### src/rtl/ula_seq_ctrl_if.sv
// Operand/opcode source, ULA drive/return and result handshake bundle
// for the ULA sequencing controller.
interface ula_seq_ctrl_if #(
   parameter int WIDTH = 4,
   parameter int CNT_W = 8
);
   logic [WIDTH-1:0] in_data;
   logic             in_chain;
   logic             in_valid;
   logic             in_ready;
   logic [1:0]       alu_sel;
   logic [WIDTH-1:0] alu_a;
   logic [WIDTH-1:0] alu_b;
   logic [WIDTH-1:0] alu_s;
   logic             alu_ovf;
   logic [WIDTH-1:0] out_data;
   logic             out_ovf;
   logic             out_valid;
   logic             out_ready;
   logic             busy;
   logic [CNT_W-1:0] op_count;

   modport master (
      input  in_data, in_chain, in_valid, alu_s, alu_ovf, out_ready,
      output in_ready, alu_sel, alu_a, alu_b, out_data, out_ovf,
             out_valid, busy, op_count
   );

   modport slave (
      output in_data, in_chain, in_valid, alu_s, alu_ovf, out_ready,
      input  in_ready, alu_sel, alu_a, alu_b, out_data, out_ovf,
             out_valid, busy, op_count
   );
endinterface

### src/rtl/ula_seq_ctrl.sv
// Collects A, B and opcode words, holds them stable for the ULA for one
// cycle, then presents the registered result until the consumer takes it.
module ula_seq_ctrl #(
   parameter int WIDTH = 4,
   parameter int CNT_W = 8
) (
   input  logic           clk,
   input  logic           rst,
   ula_seq_ctrl_if.master bus
);
   typedef enum logic [2:0] {GET_A, GET_B, GET_OP, EXEC, RESP} state_t;

   state_t state, state_nxt;

   logic             in_rdy;
   logic             out_vld;
   logic             bsy;
   logic             in_xfer;
   logic             out_xfer;
   logic             chain_q;
   logic [WIDTH-1:0] a_q;
   logic [WIDTH-1:0] b_q;
   logic [1:0]       sel_q;
   logic [WIDTH-1:0] s_q;
   logic             ovf_q;
   logic [CNT_W-1:0] cnt_q;

   assign in_xfer  = bus.in_valid && in_rdy;
   assign out_xfer = out_vld && bus.out_ready;

   always_ff @(posedge clk) begin
      if (rst) state <= GET_A;
      else     state <= state_nxt;
   end

   always_comb begin
      state_nxt = state;
      case (state)
         GET_A:   if (in_xfer) state_nxt = GET_B;
         GET_B:   if (in_xfer) state_nxt = GET_OP;
         GET_OP:  if (in_xfer) state_nxt = EXEC;
         EXEC:    state_nxt = RESP;
         RESP:    if (out_xfer) state_nxt = chain_q ? GET_B : GET_A;
         default: state_nxt = GET_A;
      endcase
   end

   always_comb begin
      in_rdy  = 1'b0;
      out_vld = 1'b0;
      bsy     = 1'b0;
      case (state)
         GET_A, GET_B, GET_OP: in_rdy = 1'b1;
         EXEC:                 bsy    = 1'b1;
         RESP: begin
            out_vld = 1'b1;
            bsy     = 1'b1;
         end
         default: ;
      endcase
   end

   // Operand, result and counter registers; each only moves at its own edge.
   always_ff @(posedge clk) begin
      if (rst) begin
         a_q     <= '0;
         b_q     <= '0;
         sel_q   <= '0;
         chain_q <= 1'b0;
         s_q     <= '0;
         ovf_q   <= 1'b0;
         cnt_q   <= '0;
      end else begin
         case (state)
            GET_A:  if (in_xfer) a_q <= bus.in_data;
            GET_B:  if (in_xfer) b_q <= bus.in_data;
            GET_OP: if (in_xfer) begin
               sel_q   <= bus.in_data[1:0];
               chain_q <= bus.in_chain;
            end
            EXEC: begin
               s_q   <= bus.alu_s;
               ovf_q <= bus.alu_ovf;
            end
            RESP: if (out_xfer) begin
               cnt_q <= cnt_q + CNT_W'(1);
               if (chain_q) a_q <= s_q;
            end
            default: ;
         endcase
      end
   end

   assign bus.in_ready  = in_rdy;
   assign bus.out_valid = out_vld;
   assign bus.busy      = bsy;
   assign bus.alu_a     = a_q;
   assign bus.alu_b     = b_q;
   assign bus.alu_sel   = sel_q;
   assign bus.out_data  = s_q;
   assign bus.out_ovf   = ovf_q;
   assign bus.op_count  = cnt_q;
endmodule

### src/flat_wrapper.sv
// flat-port wrapper written by rule: the top's interface ports become plain ports
module ula_seq_ctrl_flat 
#(
   parameter int WIDTH = 4,
   parameter int CNT_W = 8
)
  (clk, rst, bus_in_data, bus_in_chain, bus_in_valid, bus_alu_s, bus_alu_ovf, bus_out_ready, bus_in_ready, bus_alu_sel, bus_alu_a, bus_alu_b, bus_out_data, bus_out_ovf, bus_out_valid, bus_busy, bus_op_count);
  ula_seq_ctrl_if #(.WIDTH(WIDTH), .CNT_W(CNT_W)) bus_i ();
  input  logic clk;
  input  logic rst;
  input wire logic [$bits(bus_i.in_data)-1:0] bus_in_data;
  input wire logic [$bits(bus_i.in_chain)-1:0] bus_in_chain;
  input wire logic [$bits(bus_i.in_valid)-1:0] bus_in_valid;
  input wire logic [$bits(bus_i.alu_s)-1:0] bus_alu_s;
  input wire logic [$bits(bus_i.alu_ovf)-1:0] bus_alu_ovf;
  input wire logic [$bits(bus_i.out_ready)-1:0] bus_out_ready;
  output wire logic [$bits(bus_i.in_ready)-1:0] bus_in_ready;
  output wire logic [$bits(bus_i.alu_sel)-1:0] bus_alu_sel;
  output wire logic [$bits(bus_i.alu_a)-1:0] bus_alu_a;
  output wire logic [$bits(bus_i.alu_b)-1:0] bus_alu_b;
  output wire logic [$bits(bus_i.out_data)-1:0] bus_out_data;
  output wire logic [$bits(bus_i.out_ovf)-1:0] bus_out_ovf;
  output wire logic [$bits(bus_i.out_valid)-1:0] bus_out_valid;
  output wire logic [$bits(bus_i.busy)-1:0] bus_busy;
  output wire logic [$bits(bus_i.op_count)-1:0] bus_op_count;
  assign bus_i.in_data = bus_in_data;
  assign bus_i.in_chain = bus_in_chain;
  assign bus_i.in_valid = bus_in_valid;
  assign bus_i.alu_s = bus_alu_s;
  assign bus_i.alu_ovf = bus_alu_ovf;
  assign bus_i.out_ready = bus_out_ready;
  assign bus_in_ready = bus_i.in_ready;
  assign bus_alu_sel = bus_i.alu_sel;
  assign bus_alu_a = bus_i.alu_a;
  assign bus_alu_b = bus_i.alu_b;
  assign bus_out_data = bus_i.out_data;
  assign bus_out_ovf = bus_i.out_ovf;
  assign bus_out_valid = bus_i.out_valid;
  assign bus_busy = bus_i.busy;
  assign bus_op_count = bus_i.op_count;
  ula_seq_ctrl #(.WIDTH(WIDTH), .CNT_W(CNT_W)) u_core (.clk(clk), .rst(rst), .bus(bus_i));
endmodule
### config.mk
export PLATFORM = sky130hd
export DESIGN_NAME = ula_seq_ctrl_flat
export DESIGN_NICKNAME = d
export VERILOG_FILES = /design/src/rtl/ula_seq_ctrl_if.sv /design/src/rtl/ula_seq_ctrl.sv /design/src/flat_wrapper.sv
export SDC_FILE = /design/constraint.sdc
export NUM_CORES = 1
export LEC_CHECK = 0
export ABC_AREA = 1
export CAP_MARGIN = 20
export CORE_MARGIN = 3
export CORE_UTILIZATION = 45
export CTS_CLUSTER_DIAMETER = 80
export DETAILED_ROUTE_END_ITERATION = 10
export PLACE_DENSITY_LB_ADDON = 0.15
export SYNTH_ARGS = -nofsm -noshare
export SYNTH_HDL_FRONTEND = slang
export SYNTH_SLANG_ARGS = --single-unit
### constraint.sdc
create_clock -name clk -period 2.1 [get_ports clk]
set_clock_uncertainty 0.2 [all_clocks]
set_input_delay 0.21 -clock clk [delete_from_list [all_inputs] [get_ports clk]]
set_output_delay 0.21 -clock clk [all_outputs]
set_load 0.02 [all_outputs]
==> results of run 1 <==
## stage by stage
step | hold WS, ns | util, % | cell area (um^2) | power (mW) | worst slack [ns]
3_3_place_gp | 0.254 | 65.9 | 1690 | 0.832 | 0.361
5_1_grt | 0.298 | 67.0 | 1720 | 1.11 | 0.0853
6_report | 0.278 | 67.0 | 1720 | 1.05 | 0.247
4_1_cts | 0.279 | 66.9 | 1720 | 1.06 | 0.0287
2_1_floorplan | 0.145 | - | 1270 | 0.729 | 0.683
3_5_place_dp | 0.260 | 65.9 | 1690 | 0.842 | 0.340
## final timing paths
check	to	slack (ns)	depth (start not counted)
setup reg to reg	u_core.bus.alu_a[1]$_SDFFE_PP0P_	0.66	7
setup / recovery	bus_busy	0.25	4
hold / removal	u_core.bus.out_data[2]$_SDFFE_PP0N_	0.28	2
hold reg to reg	u_core.bus.out_data[2]$_SDFFE_PP0N_	0.28	2
## flip-flops by register name (all words and copies together), names as in the netlist
register	cells
u_core.bus.alu_sel	2
u_core.state	3
u_core.bus.out_data	4
u_core.bus.op_count	8
u_core.chain_q	1
u_core.bus.out_ovf	1
u_core.bus.alu_a	4
u_core.bus.alu_b	4
## logic make-up (layout without fill, tap and decap cells)
logic type,after synthesis,after routing,synth area share (%)
AND/OR/NAND/NOR,93,93,34.0
adder cells (fa/ha/maj),1,1,0.986
flip-flops,27,27,42.6
buffers and inverters,28,69,8.68
AO/OA/AOI/OAI,33,33,13.0
XOR/XNOR,1,1,0.690
## worst max-delay path, delay by kind of cell (launching register included)
kind	cells	cell delay, ns
simple gates	3	0.42
buf+inv	1	0.33
flops	1	0.38
## layout by cell type (no fill, tap or decap), types with 3 or more instances in the layout
| cell | instances |
|---|---|
| sky130_fd_sc_hd__inv_1 | 22 |
| sky130_fd_sc_hd__o21ai_0 | 16 |
| sky130_fd_sc_hd__nor2_2 | 3 |
| sky130_fd_sc_hd__nand2_1 | 40 |
| sky130_fd_sc_hd__clkbuf_4 | 3 |
| sky130_fd_sc_hd__a21oi_1 | 15 |
| sky130_fd_sc_hd__clkdlybuf4s50_1 | 36 |
| sky130_fd_sc_hd__nor2_1 | 29 |
| sky130_fd_sc_hd__dfxtp_1 | 26 |
| sky130_fd_sc_hd__nand3_1 | 12 |
## per-layer routing
metal / track usage, % / vias to the layer above / wire length, um
met2: 29.8 / 36 / 1350
met4: 8.09 / 0 / 37
met1: 23.8 / 586 / 1380
met5: 0 / - / 0
li1: - / 662 / -
met3: 2.40 / 4 / 157
## power groups by stage
stage	clock network (mW)	logic [mW]	registers, mW
after CTS	0.231	0.266	0.563
after global placement	0	0.260	0.573
after detailed placement	0	0.267	0.574
after floorplan	0	0.124	0.605
final	0.221	0.264	0.563
after global routing	0.251	0.293	0.569
## layout make-up
| class | count | area [um^2] | area share, % |
|---|---|---|---|
| flip-flops and latches | 27 | 542 | 31.5 |
| inverters | 24 | 90.1 | 5.24 |
| clock buffers | 3 | 22.5 | 1.31 |
| well taps | 30 | 37.5 | 2.18 |
| clock inverters | 1 | 5.00 | 0.291 |
| multi-input cells | 128 | 618 | 35.9 |
| repair buffers | 41 | 405 | 23.6 |
## what timing repair did
| action | in CTS | in global routing |
|---|---|---|
| pin swaps | 0 | 0 |
| endpoints found under the setup margin | 3 | 1 |
| cloned | 0 | 0 |
| hold endpoints to repair | 0 | 0 |
| hold buffers | 0 | 0 |
| resized for setup | 3 | 1 |
## cell usage after synthesis
| cell | n |
|---|---|
| sky130_fd_sc_hd__a21oi_1 | 15 |
| sky130_fd_sc_hd__nand2_4 | 2 |
| sky130_fd_sc_hd__nand3_2 | 1 |
| sky130_fd_sc_hd__inv_1 | 22 |
| sky130_fd_sc_hd__ha_1 | 1 |
| sky130_fd_sc_hd__buf_4 | 1 |
| sky130_fd_sc_hd__nor2_2 | 3 |
| sky130_fd_sc_hd__xnor2_1 | 1 |
| sky130_fd_sc_hd__nand3_1 | 12 |
| sky130_fd_sc_hd__clkbuf_1 | 2 |
| sky130_fd_sc_hd__buf_2 | 1 |
| sky130_fd_sc_hd__nor2_8 | 1 |
| sky130_fd_sc_hd__nand4_1 | 2 |
| sky130_fd_sc_hd__o21ai_0 | 16 |
| sky130_fd_sc_hd__o21ai_1 | 2 |
| sky130_fd_sc_hd__nor2_4 | 2 |
| sky130_fd_sc_hd__nor2_1 | 29 |
| sky130_fd_sc_hd__nand2_1 | 40 |
| sky130_fd_sc_hd__inv_2 | 2 |
| sky130_fd_sc_hd__nand2_2 | 1 |
| sky130_fd_sc_hd__dfxtp_1 | 27 |
==> flow_metrics.tcl, run 1 <==
set metrics [dict create \
    cpMaxStageDelayCell "sky130_fd_sc_hd__dfxtp_1" \
    worst-path-max-fanout 9 \
    part_of_the_yosys_area_used_for_sequential_elements_pct 42.6 \
    clock_tree.buffer_depth 2 \
    yosysWarnings 0 \
    cts_sinks 27 \
    insertedDiodeCount 0 \
    h-tree-depth 1 \
    crit_path_end_kind "primary output" \
    status "finished clean" \
    post-route-min-period_ns 1.85 \
    rsz_0062_raised_after_global_routing "false" \
    drt_iter0_drc 53 \
    cts_tree "done" \
    clkSlewWorstSetupHoldPaths_ns 0.13 \
    tightestPinTransition_ns 0.527 \
    timing.critical_path.required_ns 1.69 \
    switching_share_pct 30.5 \
    timing.final.max_slew_violations 0 \
    worst-setup-path-type "reg2out" \
    max_clock_freq_ghz 0.540 \
    via_count 1288 \
    syn-instance-count 183 \
    die_h_um 59.1 \
    floorplan.initialDensity_pct 49.4 \
    drc_errors 0 \
    placeableCoreArea_um2 2570 \
    pwr-share-clk_pct 21.0 \
    yosys.area.top_type "sky130_fd_sc_hd__dfxtp_1" \
    layout-area-overhead-vs-synth_pct 35.6 \
    io-pin-count 40 \
    timing.critical_path.slowest_cell_delay_ns 0.38 \
    critPathLaunch "u_core.state[0]$_SDFFE_PP0P_" \
    routed_via_density 5.07 \
    drt_pre_antenna_iters 4 \
    power_dens_cells_nw_per_um2 609 \
    drt_wl_total_mm 2.92 \
    p_int_mw 0.728 \
    post-synth-top-area-fraction_pct 42.6 \
    area_enclosed_by_the_die_boundary_um2 3490 \
    place.port_buffers 39 \
    antenna_violating_nets_post_route 0 \
    psw_mw 0.320 \
    mean_instance_size_in_the_synthesized_netlist_um2 6.93 \
    number_of_buffers_added_for_setup_after_cts 0 \
    post-dp-hpwl_mm 2.25 \
    irDropWorstVdd_mv 0.405 \
    final-instance-count-excl-fill 254 \
    worstSkewPairLatency_ns 0.32 \
    rows 18 \
    syn_area_um2 1270 \
    postSynthRegisterBits 27 \
    leakage_nw 0.745 \
    r2r_start "u_core.state[1]$_SDFFE_PP0P_" \
    clock_tree.root_cell "sky130_fd_sc_hd__clkbuf_4" \
    grt_max_degree 21 \
    tritoncts_buffer_count 3 \
    critical_path_arrival_ns 1.44 \
    total_number_of_nets_in_the_final_design 240 \
    min_path_type "reg2reg" \
    fin_setup_tns_ns 0 \
    post_placement_cell_count 250 \
    die_x_um 59.1 \
    setup.worst_path.start_class "register" \
    grt_pass1_wl_mm 4.99 \
    timing.max_cap.violations 0 \
    antenna_found_initial 0 \
    netlist_top_cells_area "sky130_fd_sc_hd__dfxtp_1 43%, sky130_fd_sc_hd__nand2_1 12%, sky130_fd_sc_hd__nor2_1 8.6%" \
    fillers 249 \
    yosysUniqueCellTypes 21 \
    relSlewSlack_pct 64.8 \
    post_synth_net_total 198 \
    timing.final.crit_share_pct 88.2 \
    start_point_of_the_worst_hold_path "u_core.bus.out_data[2]$_SDFFE_PP0N_" \
    pwr-share-seq_pct 53.7 \
    timing.final.hold_violations 0 \
    combinationalPowerShare_pct 25.2 \
    finalSetupViolCount 0 \
    globalRoute.totalOverflow 0 \
    gr-usage-all-layers_pct 18.2 \
    post_route_cells_drive_above_1_share_pct 8.48 \
    vias_in_the_first_global_route 1193 \
    routedWlPerCell_um 11.5 \
    place.gp.congestion 0.948 \
    cp_cell_sequence "nor2_2, nand2_4, nand2_1, dlygate4sd2_1" \
]
Note: power is estimated with default switching activity, not from simulation.
==> run 2, diff against run 1 <==
--- a/config.mk
+++ b/config.mk
@@ -11,6 +11,7 @@
 export CORE_UTILIZATION = 45
 export CTS_CLUSTER_DIAMETER = 80
 export DETAILED_ROUTE_END_ITERATION = 10
+export MAX_ROUTING_LAYER = met4
 export PLACE_DENSITY_LB_ADDON = 0.15
 export SYNTH_ARGS = -nofsm -noshare
 export SYNTH_HDL_FRONTEND = slang
==> run 2 against run 1 <==
Core utilization stayed put. First-iteration DRC count decreased by 1.9%. Sequential power hardly changed. Critical path depth unchanged. Highest routed layer unchanged.
==> flow_metrics.tcl, run 2 (synthesis results as in run 1) <==
set metrics [dict create \
    h-tree-depth 1 \
    rows 18 \
    global_route.peak_usage_layer "met2" \
    die_x_um 59.1 \
    tightestPinTransition_ns 0.528 \
    floorplan.initialDensity_pct 49.4 \
    max_clock_freq_ghz 0.539 \
    timing.max_cap.violations 0 \
    post_route_cells_drive_above_1_share_pct 8.48 \
    via_count 1295 \
    post-route-min-period_ns 1.86 \
    psw_mw 0.320 \
    cp_cell_sequence "nor2_2, nand2_4, nand2_1, dlygate4sd2_1" \
    placeableCoreArea_um2 2570 \
    power_dens_cells_nw_per_um2 609 \
    switching_share_pct 30.6 \
    cts_sinks 27 \
    antenna_found_initial 0 \
    timing.critical_path.slowest_cell_delay_ns 0.38 \
    critPathLaunch "u_core.state[0]$_SDFFE_PP0P_" \
    mostFrequentLayoutCell "sky130_fd_sc_hd__nand2_1" \
    status "finished clean" \
    timing.final.max_slew_violations 0 \
    routed_via_density 5.10 \
    grt_max_degree 21 \
    timing.final.hold_violations 0 \
    fin_hold_ws_ns 0.277 \
    final_cell_mix "40 x sky130_fd_sc_hd__nand2_1, 36 x sky130_fd_sc_hd__clkdlybuf4s50_1, 29 x sky130_fd_sc_hd__nor2_1, 26 x sky130_fd_sc_hd__dfxtp_1, 22 x sky130_fd_sc_hd__inv_1" \
    pwr-share-clk_pct 21.1 \
    min_path_type "reg2reg" \
    worst-setup-path-type "reg2out" \
    total_number_of_nets_in_the_final_design 240 \
    worstSkewPairLatency_ns 0.32 \
    place.port_buffers 39 \
    grt_use_met3_pct 2.40 \
    drt_iter0_drc 52 \
    cts_tree "done" \
    antenna_violating_nets_post_route 0 \
    timing.final.crit_share_pct 88.4 \
    post-layout-total-power_mw 1.05 \
    grt_pass1_wl_mm 4.98 \
    critical_path_arrival_ns 1.45 \
    gr-usage-met2_pct 29.8 \
    place.gp.congestion 0.965 \
    r2r_start "u_core.state[1]$_SDFFE_PP0P_" \
    number_of_buffers_added_for_setup_after_cts 0 \
    ctsHoldBuffers 0 \
    insertedDiodeCount 0 \
    layout-area-overhead-vs-synth_pct 35.6 \
    setup.worst_path.start_class "register" \
    area_enclosed_by_the_die_boundary_um2 3490 \
    drt_wl_total_mm 2.91 \
    fin_util_pct 67.0 \
    finalSetupViolCount 0 \
    vias_in_the_first_global_route 1194 \
    leakage_nw 0.745 \
    worst-path-max-fanout 9 \
    pwr-share-seq_pct 53.7 \
    post-dp-hpwl_mm 2.25 \
    start_point_of_the_worst_hold_path "u_core.bus.out_data[2]$_SDFFE_PP0N_" \
    irDropWorstVdd_mv 0.405 \
    gr-usage-all-layers_pct 18.7 \
    drt_pre_antenna_iters 4 \
    drc_errors 0 \
    clkSlewWorstSetupHoldPaths_ns 0.13 \
    rsz_0062_raised_after_global_routing "false" \
    fillers 249 \
    combinationalPowerShare_pct 25.2 \
    grt.met1_usage_pct 23.8 \
    io-pin-count 40 \
    routedWlPerCell_um 11.4 \
    globalRoute.totalOverflow 0 \
    crit_path_end_kind "primary output" \
    timing.critical_path.required_ns 1.69 \
    p_int_mw 0.728 \
    clock_tree.buffer_depth 2 \
    largest_register_ff_count 8 \
    clock_tree.root_cell "sky130_fd_sc_hd__clkbuf_4" \
    postLayoutCellArea_um2 1720 \
    die_h_um 59.1 \
    placement.cell_area_um2 1690 \
    tritoncts_buffer_count 3 \
    relSlewSlack_pct 64.8 \
    fin_setup_tns_ns 0 \
    cpMaxStageDelayCell "sky130_fd_sc_hd__dfxtp_1" \
]
## run 2: worst max-delay path: cells and delay by family (launching register included)
kind / cells / cell delay, ns
buf+inv: 1 / 0.33
flops: 1 / 0.38
simple gates: 3 / 0.42
## run 2: repair_timing
action	CTS	global route
setup endpoints to repair	3	1
gates cloned	0	0
gates resized for setup	3	1
## run 2: final cells by class
type | count | area [um^2] | share of cell area (%)
multi-input combinational | 128 | 618 | 35.9
sequential | 27 | 542 | 31.5
timing repair buffer | 41 | 405 | 23.6
inverter | 24 | 90.1 | 5.24
tap | 30 | 37.5 | 2.18
clock buffer | 3 | 22.5 | 1.31
clock inverter | 1 | 5.00 | 0.291
## run 2: through the flow
stage	std cells	setup WS [ns]
after floorplan	183	0.683
after global placement	250	0.361
after detailed placement	250	0.340
after CTS	254	0.0287
after global routing	254	0.0853
final	254	0.243
## run 2: final timing paths
check / cells after the start / to / slack [ns]
worst max-delay path: 4 / bus_busy / 0.24
worst min-delay path: 2 / u_core.bus.out_data[2]$_SDFFE_PP0N_ / 0.28
worst max register to register: 7 / u_core.bus.alu_a[3]$_SDFFE_PP0P_ / 0.66
worst min register to register: 2 / u_core.bus.out_data[2]$_SDFFE_PP0N_ / 0.28
## run 2: routing by layer
metal | vias to the layer above | wire, um
met5 | - | 0
met4 | 0 | 48
met3 | 6 | 137
met2 | 35 | 1370
met1 | 592 | 1350
li1 | 662 | -
## run 2: power groups by stage
stage,logic (mW),clock network (mW),registers (mW)
6_report,0.264,0.221,0.563
5_1_grt,0.293,0.251,0.569
4_1_cts,0.266,0.231,0.563
3_5_place_dp,0.267,0,0.574
3_3_place_gp,0.260,0,0.573
2_1_floorplan,0.124,0,0.605
